File: src/rtl/tomasulo_pkg.sv
// Shared types, CDB field layout and unit ids for the Tomasulo front end.
// cdb_hit: live CDB broadcast matches a non-zero (waiting) tag.
package tomasulo_pkg;

  localparam int XLEN  = 32;
  localparam int TAGW  = 8;
  localparam int NREGS = 32;
  localparam int CDBW  = 1 + TAGW + XLEN;

  localparam int CDB_VALID  = 40;
  localparam int CDB_TAG_HI = 39;
  localparam int CDB_TAG_LO = 32;
  localparam int CDB_VAL_HI = 31;
  localparam int CDB_VAL_LO = 0;

  localparam logic [1:0] UNIT_ALU = 2'd0;
  localparam logic [1:0] UNIT_MUL = 2'd1;
  localparam logic [1:0] UNIT_DIV = 2'd2;
  localparam logic [1:0] UNIT_LS  = 2'd3;

  typedef logic [TAGW-1:0] tag_t;
  typedef logic [XLEN-1:0] val_t;

  typedef struct packed {
    tag_t q1;
    val_t v1;
    tag_t q2;
    val_t v2;
  } opnd_t;

  function automatic logic cdb_hit(
    input logic [CDBW-1:0] cdb,
    input tag_t            tag
  );
    return cdb[CDB_VALID] && (tag != '0) &&
           (cdb[CDB_TAG_HI:CDB_TAG_LO] == tag);
  endfunction

  function automatic val_t cdb_val(
    input logic [CDBW-1:0] cdb
  );
    return cdb[CDB_VAL_HI:CDB_VAL_LO];
  endfunction

endpackage

File: src/rtl/reg_status_file.sv
// Register status table: per-register value V and producer tag Qi.
// Ports: 2 async read ports, rename write (ren_*), CDB snoop; r0 reads 0.
module reg_status_file
  import tomasulo_pkg::*;
(
  input  logic            clk,
  input  logic            rst,
  input  logic [4:0]      rs1,
  input  logic [4:0]      rs2,
  output logic [TAGW-1:0] q1,
  output logic [XLEN-1:0] v1,
  output logic [TAGW-1:0] q2,
  output logic [XLEN-1:0] v2,
  input  logic            ren_we,
  input  logic [4:0]      ren_rd,
  input  logic [TAGW-1:0] ren_tag,
  input  logic [CDBW-1:0] cdb
);

  tag_t qi [NREGS];
  val_t v  [NREGS];

  always_comb begin
    q1 = '0;
    v1 = '0;
    q2 = '0;
    v2 = '0;
    if (rs1 != 5'd0) begin
      q1 = qi[rs1];
      v1 = v[rs1];
    end
    if (rs2 != 5'd0) begin
      q2 = qi[rs2];
      v2 = v[rs2];
    end
  end

  // Rename is applied after the snoop so a same-cycle rename wins.
  always_ff @(posedge clk or negedge rst) begin
    if (!rst) begin
      for (int r = 0; r < NREGS; r++) begin
        qi[r] <= '0;
        v[r]  <= '0;
      end
    end else begin
      for (int r = 1; r < NREGS; r++) begin
        if (cdb_hit(cdb, qi[r])) begin
          qi[r] <= '0;
          v[r]  <= cdb_val(cdb);
        end
      end
      if (ren_we && ren_rd != 5'd0)
        qi[ren_rd] <= ren_tag;
    end
  end

endmodule

File: src/rtl/issue_rename_stage.sv
// Issue/rename: reads Qi/V, renames rd to the unit RS tag, issues one pulse.
// Ports: dec_* in, unit_busy/unit_tag/cdb in, issue_out/q*/v* out.
// Macro RENAME_BYPASS_EN: CDB forward at decode and at issue.
module issue_rename_stage
  import tomasulo_pkg::*;
(
  input  logic              clk,
  input  logic              rst,
  input  logic              dec_valid,
  output logic              dec_ready,
  input  logic [1:0]        dec_unit,
  input  logic [4:0]        dec_rs1,
  input  logic [4:0]        dec_rs2,
  input  logic [4:0]        dec_rd,
  input  logic              dec_rd_we,
  input  logic [3:0]        unit_busy,
  input  logic [4*TAGW-1:0] unit_tag,
  input  logic [CDBW-1:0]   cdb,
  output logic [3:0]        issue_out,
  output logic [TAGW-1:0]   q1_out,
  output logic [TAGW-1:0]   q2_out,
  output logic [XLEN-1:0]   v1_out,
  output logic [XLEN-1:0]   v2_out
);

  tag_t       rq1, rq2, sq1, sq2;
  val_t       rv1, rv2, sv1, sv2;
  tag_t       dec_tag;
  logic       hold, fire, accept;
  logic       dec_stall, late1, late2;
  logic [1:0] held_unit;
  opnd_t      held;

  assign dec_tag = unit_tag[dec_unit*TAGW +: TAGW];

  reg_status_file u_rsf (
    .clk     (clk),
    .rst     (rst),
    .rs1     (dec_rs1),
    .rs2     (dec_rs2),
    .q1      (rq1),
    .v1      (rv1),
    .q2      (rq2),
    .v2      (rv2),
    .ren_we  (accept && dec_rd_we),
    .ren_rd  (dec_rd),
    .ren_tag (dec_tag),
    .cdb     (cdb)
  );

  always_comb begin
    sq1 = rq1;
    sv1 = rv1;
    sq2 = rq2;
    sv2 = rv2;
`ifdef RENAME_BYPASS_EN
    dec_stall = 1'b0;
    if (cdb_hit(cdb, rq1)) begin
      sq1 = '0;
      sv1 = cdb_val(cdb);
    end
    if (cdb_hit(cdb, rq2)) begin
      sq2 = '0;
      sv2 = cdb_val(cdb);
    end
`else
    // The table clears this tag on the edge; retry next cycle.
    dec_stall = cdb_hit(cdb, rq1) || cdb_hit(cdb, rq2);
`endif
  end

  assign late1 = hold && cdb_hit(cdb, held.q1);
  assign late2 = hold && cdb_hit(cdb, held.q2);

  always_comb begin
    q1_out = held.q1;
    v1_out = held.v1;
    q2_out = held.q2;
    v2_out = held.v2;
`ifdef RENAME_BYPASS_EN
    fire = hold;
    if (late1) begin
      q1_out = '0;
      v1_out = cdb_val(cdb);
    end
    if (late2) begin
      q2_out = '0;
      v2_out = cdb_val(cdb);
    end
`else
    // Hold one cycle; the snoop below captures the value.
    fire = hold && !late1 && !late2;
`endif
    issue_out = fire ? (4'b0001 << held_unit) : 4'b0000;
  end

  // A held op blocks its own unit: that unit's tag is stale.
  assign dec_ready = !unit_busy[dec_unit] && !dec_stall &&
                     (!hold || (fire && held_unit != dec_unit));
  assign accept = dec_valid && dec_ready;

  always_ff @(posedge clk or negedge rst) begin
    if (!rst) begin
      hold      <= 1'b0;
      held_unit <= UNIT_ALU;
      held      <= '0;
    end else if (accept) begin
      hold      <= 1'b1;
      held_unit <= dec_unit;
      held      <= '{q1: sq1, v1: sv1, q2: sq2, v2: sv2};
    end else begin
      if (fire)
        hold <= 1'b0;
      if (late1) begin
        held.q1 <= '0;
        held.v1 <= cdb_val(cdb);
      end
      if (late2) begin
        held.q2 <= '0;
        held.v2 <= cdb_val(cdb);
      end
    end
  end

endmodule
File: config.mk
export PLATFORM = sky130hd
export DESIGN_NAME = issue_rename_stage
export DESIGN_NICKNAME = d
export VERILOG_FILES = /design/src/rtl/tomasulo_pkg.sv /design/src/rtl/reg_status_file.sv /design/src/rtl/issue_rename_stage.sv
export SDC_FILE = /design/constraint.sdc
export NUM_CORES = 2
export LEC_CHECK = 0
export BUFFER_PORTS_ARGS = -buffer_cell sky130_fd_sc_hd__clkbuf_2
export CAP_MARGIN = 20
export CELL_PAD_IN_SITES_DETAIL_PLACEMENT = 1
export CELL_PAD_IN_SITES_GLOBAL_PLACEMENT = 1
export CORE_AREA = 2 2 393 395
export CTS_BUF_LIST = sky130_fd_sc_hd__clkbuf_8
export CTS_CLUSTER_DIAMETER = 100
export DETAILED_ROUTE_END_ITERATION = 8
export DIE_AREA = 0 0 395 397
export GPL_TIMING_DRIVEN = 0
export PLACE_DENSITY_LB_ADDON = 0.1
export SYNTH_ARGS = -nofsm -noshare
export SYNTH_HDL_FRONTEND = slang
export SYNTH_SLANG_ARGS = --single-unit
File: constraint.sdc
create_clock -name clk -period 3.8 [get_ports clk]
set_clock_uncertainty 0.1 [all_clocks]
set_input_delay 0.76 -clock clk [delete_from_list [all_inputs] [get_ports clk]]
set_output_delay 0.76 -clock clk [all_outputs]
set_load 0.01 [all_outputs]
== Word level (Yosys, flattened, before mapping) ==
Index checks and enable logic that the tools add are counted.
Storage, ports and cells
  bits in registers: 1331
  input port bits: 98
  output and inout port bits: 85
  word-level logic and storage cells: 303
Cells by class
  $lt $le $gt $ge: 5
  eq/ne operators: 36
  shift-type cells: 2
  multiplexer cells: 59
  bitwise logic cells: 3
  reduce and logical (&&, ||, !) cells: 129
Operators with widths (count)
  binary-select mux 32 bit (select 5 bit): 2
  two-way mux 8 bit: 38
  equality test 8 bit: 35
  nonzero test 8 bit: 35
  bitwise mux 256 bit: 1
  two-way mux 248 bit: 1
  two-way mux 32 bit: 6
  logical AND 1 bit: 81
  binary-select mux 8 bit (select 5 bit): 2
  two-way mux 40 bit: 2
  two-way mux 80 bit: 1
  demux 8 bit (select 5 bit): 1
  indexed part select 32 x 6 -> 8 bit: 1
  >= comparator 6 bit, second input constant: 3
  NOT 5 -> 6 bit: 3
  nonzero test 5 bit: 3
  less-than comparator 6 x 1 -> 1 bit, second input constant: 1
  nonzero test 2 bit: 3
  zero test 1 bit: 5
  two-way mux 4 bit: 1
  << shifter 1 x 2 -> 4 bit, first input constant: 1
  less-than comparator 2 x 3 -> 1 bit, second input constant: 1
  two-way mux 1 bit: 3
  binary-select mux 1 bit (select 2 bit): 1
  other kinds (2): 3

== Logic depth before layout (Yosys ltp) ==
  depth in word-level cells: 16
  depth in mapped cells: 16

== Hierarchy ==
From an unflattened synthesis, not the netlist that was laid out.
Second synthesis, totals
  cells, all modules: 5713
  area, all modules: 76259.4 sq um
Modules (own cells, without submodules)
  reg_status_file: times used 1, cells each 5340, area each 71320.9 sq um
  issue_rename_stage: times used 1, cells each 373, area each 4938.5 sq um

== Least setup slack after synthesis ==
OpenSTA, ideal clock, no wires.
  kind: input -> output
  from: in dec_rs2[0]
  to: out dec_ready
  arrival time: 3.081 ns
  data required time: 2.940 ns
  setup slack: -0.141 ns
  cell stages on the path: 12
  buffers on the path: 4
  path through: buf_6 > buf_6 > buf_4 > mux4_2 > a22oi_1 > nand4_1 > xor2_1 > nor4_1 > nand3_1 > nand3_4 > buf_4 > inv_1
On the way
  cells in the longest elaborated chain, start to end: 12
  elaborated cells between the ends (all ways): 14
  classes of those cells: 1 x eq/ne; 4 x mux; 1 x bitwise; 8 x reduce/logical
Ends and longest elaborated chain
  start, declared: RTL line issue_rename_stage.sv:13  | input logic [4:0] dec_rs2,
  NOT 5 -> 6 bit (implied by the code): RTL line reg_status_file.sv:33  | q2 = qi[rs2];
  binary-select mux 8 bit (select 5 bit): RTL line reg_status_file.sv:33
  two-way mux 8 bit (implied by the code) (2 in a row): RTL line reg_status_file.sv:33
  two-way mux 8 bit (*): RTL line reg_status_file.sv:32  | if (rs2 != 5'd0) begin
  nonzero test 8 bit: RTL line tomasulo_pkg.sv:35  | return cdb[CDB_VALID] && (tag != '0) &&
  logical AND 1 bit: RTL line tomasulo_pkg.sv:35
  logical AND 1 bit (*): RTL line tomasulo_pkg.sv:35
  logical OR 1 bit (*): RTL line issue_rename_stage.sv:68  | dec_stall = cdb_hit(cdb, rq1) || cdb_hit(cdb, rq2);
  zero test 1 bit (*): RTL line issue_rename_stage.sv:98  | assign dec_ready = !unit_busy[dec_unit] && !dec_stall &&
  logical AND 1 bit (*) (2 in a row): RTL line issue_rename_stage.sv:98
  end, declared: RTL line issue_rename_stage.sv:10  | output logic dec_ready,
Mark *: on every way between the ends. The rest lies on a longest branch, timed or not. The select of a mux whose other input is x is not followed.

== Final worst setup path ==
  from: in dec_rs1[0]
  to: out dec_ready
On the way
  cells in the longest elaborated chain, start to end: 12
  elaborated cells between the ends (all ways): 14
  classes of those cells: 1 x eq/ne; 4 x mux; 1 x bitwise; 8 x reduce/logical
Ends and longest elaborated chain
  start, declared: RTL line issue_rename_stage.sv:12  | input logic [4:0] dec_rs1,
  NOT 5 -> 6 bit (implied by the code): RTL line reg_status_file.sv:29  | q1 = qi[rs1];
  binary-select mux 8 bit (select 5 bit): RTL line reg_status_file.sv:29
  two-way mux 8 bit (implied by the code) (2 in a row): RTL line reg_status_file.sv:29
  two-way mux 8 bit (*): RTL line reg_status_file.sv:28  | if (rs1 != 5'd0) begin
  nonzero test 8 bit: RTL line tomasulo_pkg.sv:35
  logical AND 1 bit: RTL line tomasulo_pkg.sv:35
  logical AND 1 bit (*): RTL line tomasulo_pkg.sv:35
  logical OR 1 bit (*): RTL line issue_rename_stage.sv:68
  zero test 1 bit (*): RTL line issue_rename_stage.sv:98
  logical AND 1 bit (*) (2 in a row): RTL line issue_rename_stage.sv:98
Marks and branches as above.

==> results.sh <==
export IMPL_sw_frac_of_total_pct=31.54
export IMPL_synth_ff_type="dfrtp_1"
export IMPL_layout_min_cycle_time_ns=4.878
export IMPL_p_total_w=0.03813
export IMPL_syn_inst=5399
export IMPL_fmax_mhz=205.0
export IMPL_final_cell_mix="1280 x dfrtp_1, 1073 x mux2_2, 639 x mux4_2"
export IMPL_wl_per_cell_um=39.11
export IMPL_hold_violations=0
export IMPL_vias=56267
export IMPL_numPortBuffers=164
export IMPL_yosys_warnings=32
export IMPL_grt_pass1_vias=58231
export IMPL_syn_avg_cell_area_um2=14.03
export IMPL_initial_core_util_pct=49.54
export IMPL_p_seq_share_pct=43.7
export IMPL_die_y_um=397
export IMPL_nets=6132
export IMPL_setup_slack_ns=-1.078
export IMPL_fin_crit_sh_pct=128.4
export IMPL_power_share_clock_pct=37.5
export IMPL_cts_buffer_depth=3
export IMPL_numCtsBuffers=230
export IMPL_hpwl_mm=238.3
export IMPL_cts_tree="built"
export IMPL_antenna_found_initial=15
export IMPL_cts_root_buf="clkbuf_8"
export IMPL_synth_top_area_cell="dfrtp_1"
export IMPL_ioPinCount=183
export IMPL_netlist_area_um2=75770
export IMPL_end_kind="output port"
export IMPL_setup_viol=344
export IMPL_grt_max_degree=112
export IMPL_die_area_um2=156800
export IMPL_drc=0
export IMPL_dieWidth_um=395
export IMPL_p_switching_w=0.01203
export IMPL_drt_total_wl_mm=323.7
export IMPL_htreeDepth=4
export IMPL_path_clk_slew_ns=0.06
export IMPL_arrival_ns=4.02
export IMPL_synth_edf_count=0
export IMPL_gp_routability_congestion=1.072
export IMPL_synth_top_area_share_pct=43.96
export IMPL_core_region_area_um2=153000
export IMPL_area_delta_synth_final_pct=17.39
export IMPL_hold_path_class="in2reg"
export IMPL_drt_iter0_drc=6319
export IMPL_internal_power_w=0.02611
export IMPL_drtAntennaViolNets=0
export IMPL_yosys_register_bits=1331
export IMPL_num_rows=144
export IMPL_slew_violations=0
export IMPL_clock_sinks=1331
export IMPL_grt_use_total_pct=41.09
export IMPL_fillCellCount=14706
export IMPL_grt_pass1_wl_mm=451.2
export IMPL_required_ns=2.94
export IMPL_dr_pass1_iters=5
export IMPL_final_common_cell="dfrtp_1"
export IMPL_clk_latency_ns=0.99
export IMPL_postSynth_asyncResetShare_pct=100.0
export IMPL_yosysSeqAreaShare_pct=43.96
export IMPL_drv_cap=0
export IMPL_power_density_nw_per_um2=428.7
export IMPL_slew_headroom_pct=15.98
export IMPL_yosysUniqueCellTypes=70
export IMPL_synth_top_cells_by_area="dfrtp_1 44%, mux4_2 19%, mux2_2 16%"
export IMPL_peakVddDrop_mv=0.3904
export IMPL_critical_path_class="in2out"
export IMPL_viasPerCell=6.799
export IMPL_cp_start_kind="input port"
export IMPL_post_route_util_pct=58.15
export IMPL_worstMarginPinSlew_ns=1.256
export IMPL_combPwrFrac_pct=18.8
export IMPL_leakagePower_nw=41.19
export IMPL_synth_nets=5497
export IMPL_rsz0062_at_grt="true"
export IMPL_status="finished with violations"
export IMPL_overflow=0
export IMPL_critPathMaxFanout=10
export IMPL_violations="setup timing"
export IMPL_drive_above_1_share_pct=45.43
==> final timing paths <==
kind                               start       endpoint  slack (ns)  cells after the start
setup / recovery              dec_rs1[0]      dec_ready       -1.08                     14
setup reg to reg           u_rsf.qi[208]  u_rsf.qi[139]       -0.14                     12
min in group asynchronous            rst   u_rsf.qi[37]        0.32                      2
hold reg to reg            u_rsf.qi[251]  u_rsf.qi[251]        0.37                      1
hold / removal                   cdb[10]   u_rsf.v[970]        0.07                      2
max in group asynchronous            rst   u_rsf.v[335]        0.80                      6
==> sequential cells by signal (all words and copies together) (netlist names) <==
name	cells
v1_out	32
v2_out	32
held_unit	2
q1_out	8
u_rsf.v	992
q2_out	8
u_rsf.qi	256
hold	1
==> power by group through the flow <==
| stage | sequential [W] | clock [W] | combinational (W) |
|---|---|---|---|
| 6_report | 0.0167 | 0.0143 | 0.00716 |
| 3_3_place_gp | 0.0167 | 0 | 0.00607 |
| 2_1_floorplan | 0.0162 | 0 | 0.00390 |
| 4_1_cts | 0.0165 | 0.0144 | 0.00671 |
| 3_5_place_dp | 0.0168 | 0 | 0.00645 |
| 5_1_grt | 0.0167 | 0.0151 | 0.00749 |
==> cell type report <==
class / instances / area (µm²) / area share (%)
Multi-Input combinational cell: 3489 / 40530 / 45.56
Sequential cell: 1331 / 33370 / 37.52
Timing Repair Buffer: 410 / 4561 / 5.127
Clock buffer: 314 / 4322 / 4.859
Buffer: 531 / 2713 / 3.050
Tap cell: 2044 / 2557 / 2.875
Clock inverter: 104 / 705.7 / 0.7934
Inverter: 41 / 161.4 / 0.1815
Antenna cell: 12 / 30.03 / 0.03376
==> kinds of logic after synthesis <==
logic type,share of synthesized area [%]
flip-flops,43.96
AND/OR/NAND/NOR,4.691
AO/OA/AOI/OAI,2.800
buffers and inverters,3.116
multiplexers,42.71
XOR/XNOR,2.728
==> per-stage QoR <==
step	instance area, µm²	instances	hold slack (ns)	setup TNS (ns)	worst slack (ns)
6_report	88950	8276	0.06692	-27.95	-1.078
5_1_grt	88930	8268	0.04601	-13.37	-1.026
4_1_cts	88060	8231	0.003972	-5.113	-0.8986
3_5_place_dp	81730	7755	0.3480	-2099.22	-3.044
3_3_place_gp	79170	7607	0.3392	-	-31.87
2_1_floorplan	75790	5399	0.3246	-0.04610	-0.04610
==> what timing repair did <==
item                                     CTS  global route
pin swaps                                 37            32
gates resized for setup                  227           161
hold buffers                               6             0
buffers inserted                          54            26
gates cloned                               0             6
hold endpoints to repair                  93             0
endpoints found under the setup margin  1239           378
==> cell usage after synthesis, drive strengths merged (3+ instances only) <==
cell,number
xnor2,140
mux4,639
nand2,302
mux2,1075
a22oi,61
nor4,80
and2,7
inv,40
nor4b,3
mux2i,586
a211oi,7
buf,178
nand3b,5
nand2b,45
nand3,58
o21ai,43
dfrtp,1331
nand4,36
clkbuf,360
nor2b,12
o22ai,14
o21bai,12
a21oi,39
or3b,3
a22o,66
nor2,42
o211ai,4
nor3,50
a2111oi,18
a31oi,12
nor3b,3
and3,4
xor2,96
==> critical path, cell delays in order <==
cell	delay, ns
buf_6	0.21
buf_6	0.27
and2_0	0.41
buf_2	0.37
a22oi_1	0.11
nand3_1	0.14
nand4_1	0.35
xnor2_1	0.33
and4_1	0.28
nand4_2	0.19
nand3_4	0.13
buf_12	0.12
clkinvlp_4	0.13
buf_6	0.15
==> routing by layer <==
layer / part of all wire [%] / vias to the layer above / track usage (%)
met4: 6.5 / 10 / 23.75
met5: 0.019 / - / 0
met1: 39 / 30330 / 53.78
li1: - / 21866 / -
met2: 44 / 3171 / 60.64
met3: 11 / 890 / 12.79
(Power assumes the default switching activity.)
